`config.mk`:
```
export PLATFORM = sky130hd
export DESIGN_NAME = mem_stage
export DESIGN_NICKNAME = d
export VERILOG_FILES = /design/src/rtl/mem_stage.sv
export SDC_FILE = /design/constraint.sdc
export NUM_CORES = 1
export LEC_CHECK = 0
export CORE_ASPECT_RATIO = 1.1
export CORE_MARGIN = 2
export CORE_UTILIZATION = 40
export DETAILED_ROUTE_END_ITERATION = 8
export PLACE_DENSITY = 0.76
export SYNTH_ARGS = -nofsm -noshare
export SYNTH_HDL_FRONTEND = slang
export SYNTH_SLANG_ARGS = --single-unit
export TNS_END_PERCENT = 50
```
`constraint.sdc`:
```
create_clock -name clk -period 4.35 [get_ports clk]
set_input_delay 0.435 -clock clk [delete_from_list [all_inputs] [get_ports clk]]
set_output_delay 0.435 -clock clk [all_outputs]
set_load 0.02 [all_outputs]
```
`src/rtl/mem_stage.sv`:
```
// Memory-access pipeline stage: EX/MEM register, LW/SW data-memory handshake with timeout,
// and MEM/WB register feeding write-back plus branch/jump redirect.
module mem_stage #(
    parameter int unsigned MAX_WAIT = 16
) (
    input  logic        clk,
    input  logic        rst_n,
    input  logic        valid_exi,
    input  logic [5:0]  op_exi,
    input  logic [4:0]  Ri_exi,
    input  logic        ife_exi,
    input  logic [31:0] alu_exi,
    input  logic [31:0] addr_exi,
    output logic        stall_mem,
    output logic        dm_req,
    output logic        dm_we,
    output logic [31:0] dm_addr,
    output logic [31:0] dm_wdata,
    input  logic [31:0] dm_rdata,
    input  logic        dm_ack,
    output logic        valid_memo,
    output logic [5:0]  op_memo,
    output logic [4:0]  Ri_memo,
    output logic        wb_en_mem,
    output logic [31:0] wb_data_mem,
    output logic        br_taken_mem,
    output logic [31:0] br_target_mem,
    output logic        err_mem
);

    localparam logic [5:0] OpSw     = 6'b010000;
    localparam logic [5:0] OpLw     = 6'b010001;
    localparam logic [5:0] OpBeq    = 6'b100000;
    localparam logic [5:0] OpJmp    = 6'b100001;
    localparam logic [7:0] WaitLast = 8'(MAX_WAIT - 1);

    typedef enum logic [0:0] {StIdle, StAccess} state_e;

    state_e      st_q, st_d;
    logic [7:0]  cnt_q, cnt_d;
    logic        err_q, err_d;

    // EX/MEM register
    logic        valid_q;
    logic [5:0]  op_q;
    logic [4:0]  ri_q;
    logic        ife_q;
    logic [31:0] alu_q;
    logic [31:0] addr_q;

    // MEM/WB register
    logic        wb_valid_q, wb_valid_d;
    logic [5:0]  wb_op_q, wb_op_d;
    logic [4:0]  wb_ri_q, wb_ri_d;
    logic        wb_en_q, wb_en_d;
    logic [31:0] wb_data_q, wb_data_d;
    logic        br_taken_q, br_taken_d;
    logic [31:0] br_target_q, br_target_d;

    logic access;
    logic timeout;
    logic advance;
    logic ld_mem;

    assign access  = (st_q == StAccess);
    assign timeout = access && !dm_ack && (cnt_q == WaitLast);
    // The timeout cycle releases the pipeline so the aborted op retires on that same edge.
    assign stall_mem = access && !dm_ack && !timeout;
    assign advance   = !stall_mem;
    assign ld_mem    = advance && valid_exi && (op_exi == OpSw || op_exi == OpLw);

    assign dm_req   = access;
    assign dm_we    = access && (op_q == OpSw);
    assign dm_addr  = addr_q;
    assign dm_wdata = alu_q;

    always_comb begin
        st_d  = st_q;
        cnt_d = cnt_q;
        err_d = err_q;
        unique case (st_q)
            StIdle: begin
                if (ld_mem) begin
                    st_d  = StAccess;
                    cnt_d = 8'd0;
                end
            end
            StAccess: begin
                if (dm_ack || timeout) begin
                    st_d  = ld_mem ? StAccess : StIdle;
                    cnt_d = 8'd0;
                    if (timeout) begin
                        err_d = 1'b1;
                    end
                end else begin
                    cnt_d = cnt_q + 8'd1;
                end
            end
            default: st_d = StIdle;
        endcase
    end

    always_comb begin
        wb_valid_d  = 1'b0;
        wb_op_d     = 6'd0;
        wb_ri_d     = 5'd0;
        wb_en_d     = 1'b0;
        wb_data_d   = 32'd0;
        br_taken_d  = 1'b0;
        br_target_d = 32'd0;
        if (advance && valid_q) begin
            wb_valid_d = 1'b1;
            wb_op_d    = op_q;
            wb_ri_d    = ri_q;
            if (op_q <= 6'd5) begin
                wb_en_d   = 1'b1;
                wb_data_d = alu_q;
            end else if (op_q == OpLw && access && dm_ack) begin
                wb_en_d   = 1'b1;
                wb_data_d = dm_rdata;
            end
            if ((op_q == OpBeq && ife_q) || op_q == OpJmp) begin
                br_taken_d  = 1'b1;
                br_target_d = addr_q;
            end
        end
    end

    always_ff @(posedge clk or negedge rst_n) begin
        if (!rst_n) begin
            st_q        <= StIdle;
            cnt_q       <= 8'd0;
            err_q       <= 1'b0;
            valid_q     <= 1'b0;
            op_q        <= 6'd0;
            ri_q        <= 5'd0;
            ife_q       <= 1'b0;
            alu_q       <= 32'd0;
            addr_q      <= 32'd0;
            wb_valid_q  <= 1'b0;
            wb_op_q     <= 6'd0;
            wb_ri_q     <= 5'd0;
            wb_en_q     <= 1'b0;
            wb_data_q   <= 32'd0;
            br_taken_q  <= 1'b0;
            br_target_q <= 32'd0;
        end else begin
            st_q  <= st_d;
            cnt_q <= cnt_d;
            err_q <= err_d;
            if (advance) begin
                valid_q <= valid_exi;
                op_q    <= op_exi;
                ri_q    <= Ri_exi;
                ife_q   <= ife_exi;
                alu_q   <= alu_exi;
                addr_q  <= addr_exi;
            end
            wb_valid_q  <= wb_valid_d;
            wb_op_q     <= wb_op_d;
            wb_ri_q     <= wb_ri_d;
            wb_en_q     <= wb_en_d;
            wb_data_q   <= wb_data_d;
            br_taken_q  <= br_taken_d;
            br_target_q <= br_target_d;
        end
    end

    assign valid_memo    = wb_valid_q;
    assign op_memo       = wb_op_q;
    assign Ri_memo       = wb_ri_q;
    assign wb_en_mem     = wb_en_q;
    assign wb_data_mem   = wb_data_q;
    assign br_taken_mem  = br_taken_q;
    assign br_target_mem = br_target_q;
    assign err_mem       = err_q;

endmodule
```
# Word-level counts from Yosys, hierarchy flattened
# Index checks and enable logic that the tools add are counted.
# Widths: inputs -> output; s select.
dict set report totals {
  latch_bits 0
  out_inout_bits 146
  rom_bits 0
  regBits 165
  mem_bits_rw 0
  mem_count 0
  inputBits 112
}
dict set report op_classes {
  bitwise 1
  n_reduce_logical 17
  add_sub_neg 1
  mux 19
  order_cmp 1
  shifts 0
  div_mod_pow 0
  eq_ne 8
  multipliers 0
}
# operator n
set op_table {}
lappend op_table {{$mux 32} 5}
lappend op_table {{$eq 6x5->1 const B} 4}
lappend op_table {{$mux 8} 2}
lappend op_table {{$pmux 8 s2} 1}
lappend op_table {{$eq 6x6->1 const B} 2}
lappend op_table {{$logic_and 1x1->1} 10}
lappend op_table {{$add 8x1->8 const B} 1}
lappend op_table {{$eq 8x4->1 const B} 1}
lappend op_table {{$mux 1} 8}
lappend op_table {{$le 6x3->1 const B} 1}
lappend op_table {{$mux 6} 1}
lappend op_table {{$mux 5} 1}
lappend op_table {{$logic_not 1->1} 3}
lappend op_table {{$logic_or 1x1->1} 3}
lappend op_table {{$reduce_and 3->1} 1}
lappend op_table {{$ne 2x2->1 const B} 1}
lappend op_table {{$pmux 1 s2} 1}
lappend op_table {{$not 1->1} 1}

# Longest topological paths before layout
# Gate-level depths: netlist of run 1.
dict set report logic_depth {
  word_depth 11
  ltp_mapped 9
  mapped_depth_nobuf 6
}

# Worst setup path before layout of run 1
# No wires, ideal clock.
dict set report synth_timing {
  path_type {reg2out}
  start {register cnt_q[0]}
  end {output port stall_mem}
  path_buffers 3
  t_arrival_ps 1554
  stages_incl_launch_ff 8
  slack_ps 2361
  cell_sequence {dfrtp_1 ha_1 and3_1 clkbuf_1 a21o_1 inv_2 buf_2 buf_2}
}
dict set report synth_via {
  elab_chain_len 4
}
# element line
set synth_lines {}
lappend synth_lines {{start, declared} 40} ;# logic [7:0] cnt_q, cnt_d;
lappend synth_lines {{start signal, assigned} 149} ;# cnt_q <= cnt_d;
lappend synth_lines {{$eq 8x4->1} 66} ;# assign timeout = access && !dm_ack && (cnt_q == WaitLast);
lappend synth_lines {{$logic_and 1x1->1} 66}
lappend synth_lines {{$logic_not 1->1} 68} ;# assign stall_mem = access && !dm_ack && !timeout;
lappend synth_lines {{$logic_and 1x1->1} 68}
lappend synth_lines {{end, declared} 14} ;# output logic stall_mem,
# Every way passes these cells.

# Final worst setup path of run 1
# Same ends and word-level chain as after synthesis.

==> impl_metrics.json, run 1 <==
{
  "status": "finished, final reports clean",
  "initial_antenna_violation_count": 0,
  "groute.layer.met2.usage": 0.349,
  "routedWlPerCell_um": 16.6,
  "timing.critical_path.arrival_ns": 2.72,
  "wire_length_of_the_first_global_routing_pass_mm": 26.4,
  "drv.max_cap_violation_count": 0,
  "rr_endpoint": "wb_data_mem[30]",
  "crit_chain": "ha_1 -> and3_1 -> a21o_2 -> inv_2 -> buf_4 -> clkdlybuf4s50_1",
  "syn_area_cell_um2": 10.4,
  "power.static_leakage_nw": 4.42,
  "ios": 258,
  "post-synth-top-area-fraction": 0.670,
  "fp.dieArea_mm2": 0.0164,
  "unrepaired_setup_endpoints_after_global_routing": "false",
  "count_of_endpoints_failing_setup_in_the_final_report": 0,
  "reg2regPathDepth": 6,
  "cp.required_ns": 3.91,
  "syn_inst": 593,
  "route.antenna.remaining_nets": 0,
  "drcViolationCount": 0,
  "fin_worst_skew_ns": 0.00766,
  "syn-num-nets": 706,
  "report.final.slew_viol_count": 0,
  "tritoncts": "built",
  "synth_top_cells_by_area": "sky130_fd_sc_hd__dfrtp_1 67%, sky130_fd_sc_hd__nand2_1 14%, sky130_fd_sc_hd__a22oi_1 3.9%",
  "crit_path_start_kind": "register",
  "setup_total_negative_slack_ns": 0,
  "post-dp-hpwl_mm": 11.9,
  "rows": 47,
  "area_growth_syn_to_layout_pct": 53.6,
  "part_of_the_power_in_registers": 0.468,
  "route.final.wire_length_mm": 17.4,
  "gr-usage-met3": 0.0442,
  "worst_setup_hold_path_clk_slew_ns": 0.06,
  "die_height_um": 134,
  "setup.reg_to_reg.worst_slack_ns": 1.55,
  "grt_max_degree": 92,
  "initial_utilization": 0.409,
  "yosys_warnings": 0,
  "ir_drop_mv": 0.222,
  "finalNetCount": 954,
  "worst-path-buf-inv": 3,
  "crit_path_top_delay_cell": "sky130_fd_sc_hd__clkdlybuf4s50_1",
  "final_util": 0.628,
  "synth.largest_area_cell": "sky130_fd_sc_hd__dfrtp_1",
  "cts-buffers-inserted": 17,
  "cts_post_setup_buffers_inserted": 0,
  "cts_hold_repair.buffers": 0,
  "reg2reg_from": "cnt_q[0]",
  "cts.root.buffer_cell": "sky130_fd_sc_hd__clkbuf_16",
  "buffer_depth_of_the_longest_clock_path": 2,
  "drt_pre_antenna_iters": 5,
  "report.final.hold_viol_count": 0,
  "ys_ff_latch": 165,
  "internal_power_mw": 2.70,
  "timing.critical_path.slowest_cell_delay_ns": 0.70,
  "numClockSinks": 165,
  "post_route_cells_drive_above_1_share": 0.0504,
  "grt.met1_usage": 0.269,
  "filler_cell_count": 1242,
  "syn-cell-area_mm2": 0.00616,
  "viasPerCell": 4.79,
  "gp_routability_congestion": 0.773,
  "critical_path_peak_fanout": 42,
  "first_global_vias": 4900,
  "groute.usage.overall": 0.214,
  "h-tree-depth": 4,
  "cp_top_family": "buffers and inverters",
  "final_period_minus_worst_setup_slack_ns": 3.15,
  "post_synth_num_cell_types": 33,
  "setup.worst_path.class": "register to primary output",
  "vias": 5020,
  "core_area_mm2": 0.0151,
  "clkLatencyLatePin_ns": 0.41,
  "worst_pin_slew_ns": 1.05,
  "min_path_type": "input pin to asynchronous set/reset pin",
  "hold_worst_slack_ns": 0.0220,
  "port_buffers": 257,
  "die-width_um": 122,
  "busiest_layer": "met2",
  "synth_seq_area_share": 0.670,
  "crit_path_end_kind": "primary output",
  "power.switching_uw": 812,
  "final.period_utilization": 0.724,
  "post_cts_resized": 0,
  "switching_share": 0.231,
  "drt_first_iter_violations": 338,
  "power.density_mw_per_mm2": 371,
  "ant_diodes": 0,
  "power.share.clock": 0.422,
  "comb_power_share": 0.110,
  "fmax_mhz": 317,
  "globalRouteOverflowTotal": 0,
  "maxSlewHeadroom": 0.295
}
## layout by cell type, fill, tap and decap left out, types with 2 or more instances in the layout
| master | n |
|---|---|
| sky130_fd_sc_hd__dfrtp_1 | 165 |
| sky130_fd_sc_hd__a22oi_1 | 32 |
| sky130_fd_sc_hd__bufinv_16 | 2 |
| sky130_fd_sc_hd__nor2b_1 | 3 |
| sky130_fd_sc_hd__clkinv_2 | 3 |
| sky130_fd_sc_hd__clkbuf_1 | 2 |
| sky130_fd_sc_hd__clkinvlp_4 | 2 |
| sky130_fd_sc_hd__clkdlybuf4s50_1 | 256 |
| sky130_fd_sc_hd__nor2_1 | 41 |
| sky130_fd_sc_hd__and3_1 | 12 |
| sky130_fd_sc_hd__clkbuf_8 | 4 |
| sky130_fd_sc_hd__nand4_1 | 2 |
| sky130_fd_sc_hd__buf_4 | 5 |
| sky130_fd_sc_hd__o21ai_0 | 11 |
| sky130_fd_sc_hd__or3_1 | 2 |
| sky130_fd_sc_hd__inv_1 | 4 |
| sky130_fd_sc_hd__a21oi_1 | 4 |
| sky130_fd_sc_hd__clkbuf_16 | 17 |
| sky130_fd_sc_hd__and2_1 | 32 |
| sky130_fd_sc_hd__nand2_1 | 232 |
## through the flow
step,power (mW),worst slack (ns),instance area (µm²),std cells
global route,3.65,1.05,9460,1049
CTS,3.54,1.17,9460,1049
floorplan,1.79,2.36,6160,593
finish,3.51,1.20,9460,1049
detailed placement,2.06,1.25,8870,1018
global placement,2.05,1.30,8870,1018
## cell families after synthesis
family,Yosys count,synth area share
simple gates,331,0.231
flops,165,0.670
compound gates,57,0.0676
buf+inv,39,0.0295
fa+ha+maj,1,0.00203
## cell usage after synthesis
| library cell | n |
|---|---|
| sky130_fd_sc_hd__clkbuf_1 | 6 |
| sky130_fd_sc_hd__nor2b_1 | 3 |
| sky130_fd_sc_hd__nand2_1 | 232 |
| sky130_fd_sc_hd__dfrtp_1 | 165 |
| sky130_fd_sc_hd__nand2_2 | 1 |
| sky130_fd_sc_hd__and4_1 | 1 |
| sky130_fd_sc_hd__a2111oi_4 | 1 |
| sky130_fd_sc_hd__inv_1 | 4 |
| sky130_fd_sc_hd__a22o_1 | 1 |
| sky130_fd_sc_hd__a22oi_1 | 32 |
| sky130_fd_sc_hd__nand2b_1 | 1 |
| sky130_fd_sc_hd__ha_1 | 1 |
| sky130_fd_sc_hd__o31ai_1 | 1 |
| sky130_fd_sc_hd__nor3_4 | 1 |
| sky130_fd_sc_hd__o21ai_0 | 11 |
| sky130_fd_sc_hd__nor4_4 | 1 |
| sky130_fd_sc_hd__and2_1 | 32 |
| sky130_fd_sc_hd__a21oi_1 | 4 |
| sky130_fd_sc_hd__o2111ai_1 | 1 |
| sky130_fd_sc_hd__a41oi_1 | 1 |
| sky130_fd_sc_hd__buf_2 | 27 |
| sky130_fd_sc_hd__or3_1 | 2 |
| sky130_fd_sc_hd__and4bb_1 | 1 |
| sky130_fd_sc_hd__inv_2 | 1 |
| sky130_fd_sc_hd__and3_1 | 12 |
| sky130_fd_sc_hd__a31o_2 | 1 |
| sky130_fd_sc_hd__nand4_1 | 2 |
| sky130_fd_sc_hd__clkbuf_2 | 1 |
| sky130_fd_sc_hd__a21o_1 | 2 |
| sky130_fd_sc_hd__nand3_1 | 1 |
| sky130_fd_sc_hd__nor2_1 | 41 |
| sky130_fd_sc_hd__a41o_1 | 1 |
| sky130_fd_sc_hd__a31oi_1 | 1 |
## registers in the layout, indices dropped and copies added (netlist names)
| register | flops |
|---|---|
| wb_data_mem | 32 |
| wb_en_mem | 1 |
| valid_q | 1 |
| cnt_q | 8 |
| op_memo | 6 |
| err_mem | 1 |
| ife_q | 1 |
| dm_req | 1 |
| ri_q | 5 |
| op_q | 6 |
| br_taken_mem | 1 |
| Ri_memo | 5 |
| dm_wdata | 32 |
| br_target_mem | 32 |
| valid_memo | 1 |
| dm_addr | 32 |
## layout make-up
cell class	instances	area (µm²)	area share
clock buffer	23	488	0.0516
clock inverter	8	98.8	0.0104
inverter	5	18.8	0.00198
multi-input combinational	389	1850	0.196
sequential	165	4130	0.436
tap	196	245	0.0259
timing repair buffer	263	2630	0.278
## layer usage
layer | wire length [µm] | vias to the layer above
met5 | 0 | -
met1 | 6820 | 2398
met4 | 567 | 0
met3 | 1030 | 37
met2 | 8970 | 194
li1 | - | 2391
## worst max-delay path by stage
stage / from / slack (ns) / to / cells after the start
CTS: cnt_q[0] / 1.17 / stall_mem / 6
detailed placement: dm_ack / 1.25 / wb_data_mem[30] / 6
floorplan: cnt_q[0] / 2.36 / stall_mem / 7
global placement: dm_ack / 1.30 / wb_data_mem[3] / 6
finish: cnt_q[0] / 1.20 / stall_mem / 6
global route: cnt_q[0] / 1.05 / stall_mem / 6
## power groups by stage
stage	Clock, mW	Sequential (mW)	Combinational (mW)
final	1.48	1.64	0.384
after global placement	0	1.67	0.384
after CTS	1.51	1.64	0.390
after detailed placement	0	1.67	0.388
after global routing	1.58	1.65	0.415
after floorplan	0	1.72	0.0733
(Power assumes the default switching activity.)
==> run 2: changes to the inputs <==
--- a/config.mk
+++ b/config.mk
@@ -7,9 +7,9 @@
 export LEC_CHECK = 0
 export CORE_ASPECT_RATIO = 1.1
 export CORE_MARGIN = 2
-export CORE_UTILIZATION = 40
+export CORE_UTILIZATION = 39
 export DETAILED_ROUTE_END_ITERATION = 8
-export PLACE_DENSITY = 0.76
+export PLACE_DENSITY = 0.77
 export SYNTH_ARGS = -nofsm -noshare
 export SYNTH_HDL_FRONTEND = slang
 export SYNTH_SLANG_ARGS = --single-unit
==> constraint.sdc (replaced) <==
create_clock -name clk -period 2.7 [get_ports clk]
set_input_delay 0.27 -clock clk [delete_from_list [all_inputs] [get_ports clk]]
set_output_delay 0.27 -clock clk [all_outputs]
set_load 0.02 [all_outputs]
==> run 2 against run 1 <==
Compared with the run above: sequential cell count is the same; critical endpoint unchanged; setup slack lost 1.0 ns; largest power group unchanged; worst hold slack better by 0.35 ns; largest cell class unchanged; count of clock-buffer cells in the layout is 5 lower; sequential share of layout area decreased by 0.25 points; cell count increased by 0.76%; register-to-register slack got worse by 1.0 ns; critical path depth decreased by 1.
==> impl_metrics.json, run 2 (same netlist as run 1, synthesis figures left out) <==
{
  "clkLatencyLatePin_ns": 0.42,
  "drcViolationCount": 0,
  "worst_setup_hold_path_clk_slew_ns": 0.07,
  "cp.required_ns": 2.43,
  "status": "finished, final reports clean",
  "cts-buffers-inserted": 17,
  "gp_routability_congestion": 0.814,
  "port_buffers": 257,
  "post-dp-hpwl_mm": 11.5,
  "count_of_endpoints_failing_setup_in_the_final_report": 0,
  "post_cts_resized": 0,
  "tritoncts": "built",
  "place.detailed.instances": 1024,
  "drt_first_iter_violations": 370,
  "area_growth_syn_to_layout_pct": 54.5,
  "min_path_type": "input pin to register",
  "h-tree-depth": 4,
  "route.final.wire_length_mm": 17.1,
  "layout_commonest_cell": "sky130_fd_sc_hd__clkdlybuf4s50_1",
  "cts.root.buffer_cell": "sky130_fd_sc_hd__clkbuf_16",
  "initial_utilization": 0.396,
  "initial_antenna_violation_count": 0,
  "ant_diodes": 0,
  "core_area_mm2": 0.0156,
  "unrepaired_setup_endpoints_after_global_routing": "false",
  "rows": 48,
  "fp.dieArea_mm2": 0.0168,
  "die-width_um": 124,
  "first_global_vias": 4854,
  "layout.cells.non_filler": 1057,
  "drv.max_cap_violation_count": 0,
  "buffer_depth_of_the_longest_clock_path": 2,
  "grt_max_degree": 92,
  "maxSlewHeadroom": 0.526,
  "post_route_cells_drive_above_1_share": 0.0560,
  "power.static_leakage_nw": 4.42,
  "ir_drop_mv": 0.361,
  "setup_total_negative_slack_ns": 0,
  "power.density_mw_per_mm2": 586,
  "fin_worst_skew_ns": 0.0103,
  "final_period_minus_worst_setup_slack_ns": 2.50,
  "die_height_um": 136,
  "layout_common_cells": "256 x sky130_fd_sc_hd__clkdlybuf4s50_1, 232 x sky130_fd_sc_hd__nand2_1, 165 x sky130_fd_sc_hd__dfrtp_1",
  "worst_pin_slew_ns": 0.710,
  "drt_pre_antenna_iters": 4,
  "report.final.hold_viol_count": 0,
  "globalRouteOverflowTotal": 0,
  "routedWlPerCell_um": 16.2,
  "crit_path_start_kind": "register",
  "groute.usage.overall": 0.205,
  "fmax_mhz": 400,
  "numClockSinks": 165,
  "finalNetCount": 957,
  "timing.critical_path.arrival_ns": 2.23,
  "viasPerCell": 4.74,
  "final.period_utilization": 0.927,
  "setup.worst_path.class": "register to primary output",
  "report.final.slew_viol_count": 0,
  "crit_path_end_kind": "primary output",
  "ios": 258,
  "vias": 5011,
  "wire_length_of_the_first_global_routing_pass_mm": 26.1,
  "route.antenna.remaining_nets": 0,
  "critical_path_peak_fanout": 6
}
## run 2: cell types whose count changed in the layout (fill, tap and decap cells not counted), moves of 2 or more
cell,before,now
sky130_fd_sc_hd__buf_12,1,4
sky130_fd_sc_hd__clkbuf_1,2,0
sky130_fd_sc_hd__clkbuf_8,4,1
sky130_fd_sc_hd__clkinvlp_4,2,7
sky130_fd_sc_hd__inv_6,0,3
## run 2: path summary, 6_finish.rpt
check	start	endpoint	slack (ns)	cells after the start
worst max-delay path	cnt_q[0]	stall_mem	0.20	5
worst min-delay path	alu_exi[18]	dm_wdata[18]	0.37	3
worst max register to register	cnt_q[0]	br_target_mem[3]	0.54	8
worst min register to register	ri_q[1]	ri_q[1]	0.46	2
max in group asynchronous	rst_n	wb_data_mem[11]	1.42	3
min in group asynchronous	rst_n	dm_addr[2]	0.45	2
## run 2: critical path: stages (launching register included)
cell	delay (ns)
sky130_fd_sc_hd__dfrtp_1	0.40
sky130_fd_sc_hd__ha_1	0.23
sky130_fd_sc_hd__and3_1	0.25
sky130_fd_sc_hd__a21o_4	0.24
sky130_fd_sc_hd__inv_2	0.07
sky130_fd_sc_hd__clkdlybuf4s50_1	0.61
## run 2: area by class of cell
cell class,instances,area [µm²]
fill,1270,6040
sequential,165,4130
timing repair buffer,266,2690
multi-input combinational,389,1860
clock buffer,18,439
tap,200,250
clock inverter,14,128
inverter,5,18.8
## run 2: per-stage QoR
step | util | setup slack (ns) | total power, mW | hold WS, ns | area (µm²)
2_1_floorplan | - | 0.876 | 2.89 | -0.0256 | 6160
3_3_place_gp | 0.575 | 0.503 | 3.31 | 0.349 | 8940
3_5_place_dp | 0.575 | 0.485 | 3.32 | 0.357 | 8940
4_1_cts | 0.612 | 0.168 | 5.64 | 0.351 | 9520
5_1_grt | 0.612 | 0.0992 | 5.78 | 0.361 | 9520
6_report | 0.612 | 0.197 | 5.57 | 0.372 | 9520
## run 2: what timing repair did
action	in CTS	in global routing
buffers inserted	0	0
endpoints found under the hold margin	75	0
hold buffers	1	0
## run 2: where the power goes
group	switching [mW]	leakage [nW]	internal, mW	total (mW)
logic	0.296	2.05	0.332	0.628
clock network	1.00	0.257	1.30	2.30
registers	0.0734	2.11	2.57	2.64
## run 2: per-layer routing
layer,share of wire,track usage,up-vias
met5,0,0,-
met4,0.026,0.0814,0
met3,0.054,0.0470,28
met2,0.52,0.343,168
met1,0.40,0.257,2413
li1,-,-,2402
==> run 3: changes to the inputs <==
--- a/config.mk
+++ b/config.mk
@@ -9,7 +9,9 @@
 export CORE_MARGIN = 2
 export CORE_UTILIZATION = 39
 export DETAILED_ROUTE_END_ITERATION = 8
+export HOLD_SLACK_MARGIN = 0.02
 export PLACE_DENSITY = 0.77
+export SKIP_CTS_REPAIR_TIMING = 1
 export SYNTH_ARGS = -nofsm -noshare
 export SYNTH_HDL_FRONTEND = slang
 export SYNTH_SLANG_ARGS = --single-unit
==> constraint.sdc (replaced) <==
create_clock -name clk -period 2.3 [get_ports clk]
set_input_delay 0.23 -clock clk [delete_from_list [all_inputs] [get_ports clk]]
set_output_delay 0.23 -clock clk [all_outputs]
set_load 0.02 [all_outputs]
==> run 3 against run 2 <==
Compared with the run above: cell count rose by 0.38%; clock power up 31%; die area stayed put; combinational power is 18% higher; wire length is 1.8% higher; count of clock-buffer cells in the layout unchanged; worst hold slack got worse by 0.039 ns; total power up 23%; critical path type is now register to register; setup slack better by 0.046 ns.
==> impl_metrics.json, run 3 (same netlist as run 1, synthesis figures left out) <==
{
  "status": "finished, final reports clean",
  "groute.usage.overall": 0.209,
  "die_height_um": 136,
  "setup.worst_path.class": "register to register",
  "layout_commonest_cell": "sky130_fd_sc_hd__clkdlybuf4s50_1",
  "unrepaired_setup_endpoints_after_global_routing": "false",
  "power.static_leakage_nw": 4.53,
  "ios": 258,
  "hold_worst_slack_ns": 0.334,
  "grt_max_degree": 92,
  "route.final.wire_length_mm": 17.4,
  "initial_antenna_violation_count": 0,
  "min-delay-start": "alu_exi[6]",
  "timing.final.ws_setup_ns": 0.243,
  "viasPerCell": 4.78,
  "power.density_mw_per_mm2": 713,
  "globalRouteOverflowTotal": 0,
  "drcViolationCount": 0,
  "rr_endpoint": "br_target_mem[10]",
  "crit_path_start_kind": "register",
  "timing.critical_path.slowest_cell_delay_ns": 0.41,
  "min_path_type": "input pin to register",
  "filler_cell_count": 1266,
  "hold-path-endpoint": "dm_wdata[6]",
  "drt_first_iter_violations": 291,
  "layout_common_cells": "254 x sky130_fd_sc_hd__clkdlybuf4s50_1, 232 x sky130_fd_sc_hd__nand2_1, 165 x sky130_fd_sc_hd__dfrtp_1",
  "clkLatencyLatePin_ns": 0.42,
  "fmax_mhz": 486,
  "crit_chain": "ha_1 -> and3_1 -> a21o_4 -> inv_2 -> buf_12 -> nor3_4 -> buf_12 -> and2_1",
  "worst_pin_slew_ns": 0.696,
  "gp_routability_congestion": 0.776,
  "timing.hold.worst_path_depth": 3,
  "fp.dieArea_mm2": 0.0168,
  "post_route_cells_drive_above_1_share": 0.0604,
  "final.period_utilization": 0.894,
  "post-dp-hpwl_mm": 11.8,
  "ir_drop_mv": 0.480,
  "numClockSinks": 165,
  "buffer_depth_of_the_longest_clock_path": 2,
  "maxSlewHeadroom": 0.530,
  "setup_total_negative_slack_ns": 0,
  "critical_path_peak_fanout": 83,
  "worst-path-buf-inv": 3,
  "timing.critical_path.arrival_ns": 2.36,
  "area_growth_syn_to_layout_pct": 56.4,
  "report.final.slew_viol_count": 0,
  "cts.root.buffer_cell": "sky130_fd_sc_hd__clkbuf_16",
  "finalNetCount": 961,
  "report.final.hold_viol_count": 0,
  "initial_utilization": 0.396,
  "cp_top_family": "buffers and inverters",
  "port_buffers": 257,
  "ant_diodes": 0,
  "drt_pre_antenna_iters": 4,
  "worst_setup_hold_path_clk_slew_ns": 0.07,
  "reg2regPathDepth": 8,
  "h-tree-depth": 4,
  "first_global_vias": 4959,
  "count_of_endpoints_failing_setup_in_the_final_report": 0,
  "drv.max_cap_violation_count": 0,
  "fin_worst_skew_ns": 0.0122,
  "reg2reg_from": "cnt_q[0]",
  "pre_cts_slack_ns": 0.205,
  "tritoncts": "built",
  "final_period_minus_worst_setup_slack_ns": 2.06,
  "routedWlPerCell_um": 16.4,
  "setup.reg_to_reg.worst_slack_ns": 0.24,
  "vias": 5071,
  "wire_length_of_the_first_global_routing_pass_mm": 26.5,
  "critical_path.most_common_cell": "sky130_fd_sc_hd__buf_12",
  "crit_path_end_kind": "register",
  "route.antenna.remaining_nets": 0,
  "cts-buffers-inserted": 17,
  "crit_path_top_delay_cell": "sky130_fd_sc_hd__dfrtp_1",
  "core_area_mm2": 0.0156,
  "cp.required_ns": 2.61,
  "rows": 48,
  "die-width_um": 124
}
-- run 3: cell count changes in the layout (fill, tap and decap cells not counted), sizes merged --
cell / change
buf: +4
bufinv: +3
clkdlybuf4s50: -2
clkinv: +1
clkinvlp: -4
dlymetal6s2s: +2
-- run 3: per-stage QoR --
stage	area, µm²	utilization	cells	power [mW]
floorplan	6160	-	593	3.39
global placement	8980	0.577	1028	3.89
detailed placement	8980	0.577	1028	3.91
CTS	9620	0.618	1060	6.93
global route	9630	0.619	1061	7.11
finish	9630	0.619	1061	6.87
-- run 3: cell type report --
| type | count | area, µm² | area share |
|---|---|---|---|
| clock buffer | 18 | 439 | 0.0456 |
| tap | 200 | 250 | 0.0260 |
| inverter | 5 | 18.8 | 0.00195 |
| multi-input combinational | 389 | 1860 | 0.193 |
| clock inverter | 14 | 196 | 0.0204 |
| sequential | 165 | 4130 | 0.429 |
| timing repair buffer | 270 | 2740 | 0.285 |
-- run 3: how the worst max path moves through the flow --
stage	startpoint	endpoint	slack, ns	cells past startpoint
after floorplan	cnt_q[0]	stall_mem	0.52	7
after global placement	dm_ack	br_target_mem[26]	0.22	8
after detailed placement	dm_ack	br_target_mem[27]	0.21	8
after CTS	cnt_q[0]	stall_mem	-0.14	5
after global routing	cnt_q[0]	br_target_mem[10]	0.11	8
final	cnt_q[0]	br_target_mem[10]	0.24	8
-- run 3: where the power goes --
part	total, mW	switching [mW]	internal, mW
Combinational	0.744	0.351	0.394
Clock	3.02	1.17	1.86
Sequential	3.10	0.0877	3.02
Total	6.87	1.60	5.27
-- run 3: worst register-to-register path: cells and delay by family, from the launching register on --
family | cells | cell delay, ns
adder cells (fa/ha/maj) | 1 | 0.24
AO/OA/AOI/OAI | 1 | 0.22
flip-flops | 1 | 0.41
buffers and inverters | 3 | 0.59
AND/OR/NAND/NOR | 3 | 0.49
-- run 3: per-layer routing --
layer  global-route usage  wire length (µm)
met2                0.361              9360
met1                0.251              6650
met4               0.0852               442
met3               0.0461               989
met5                    0                 0
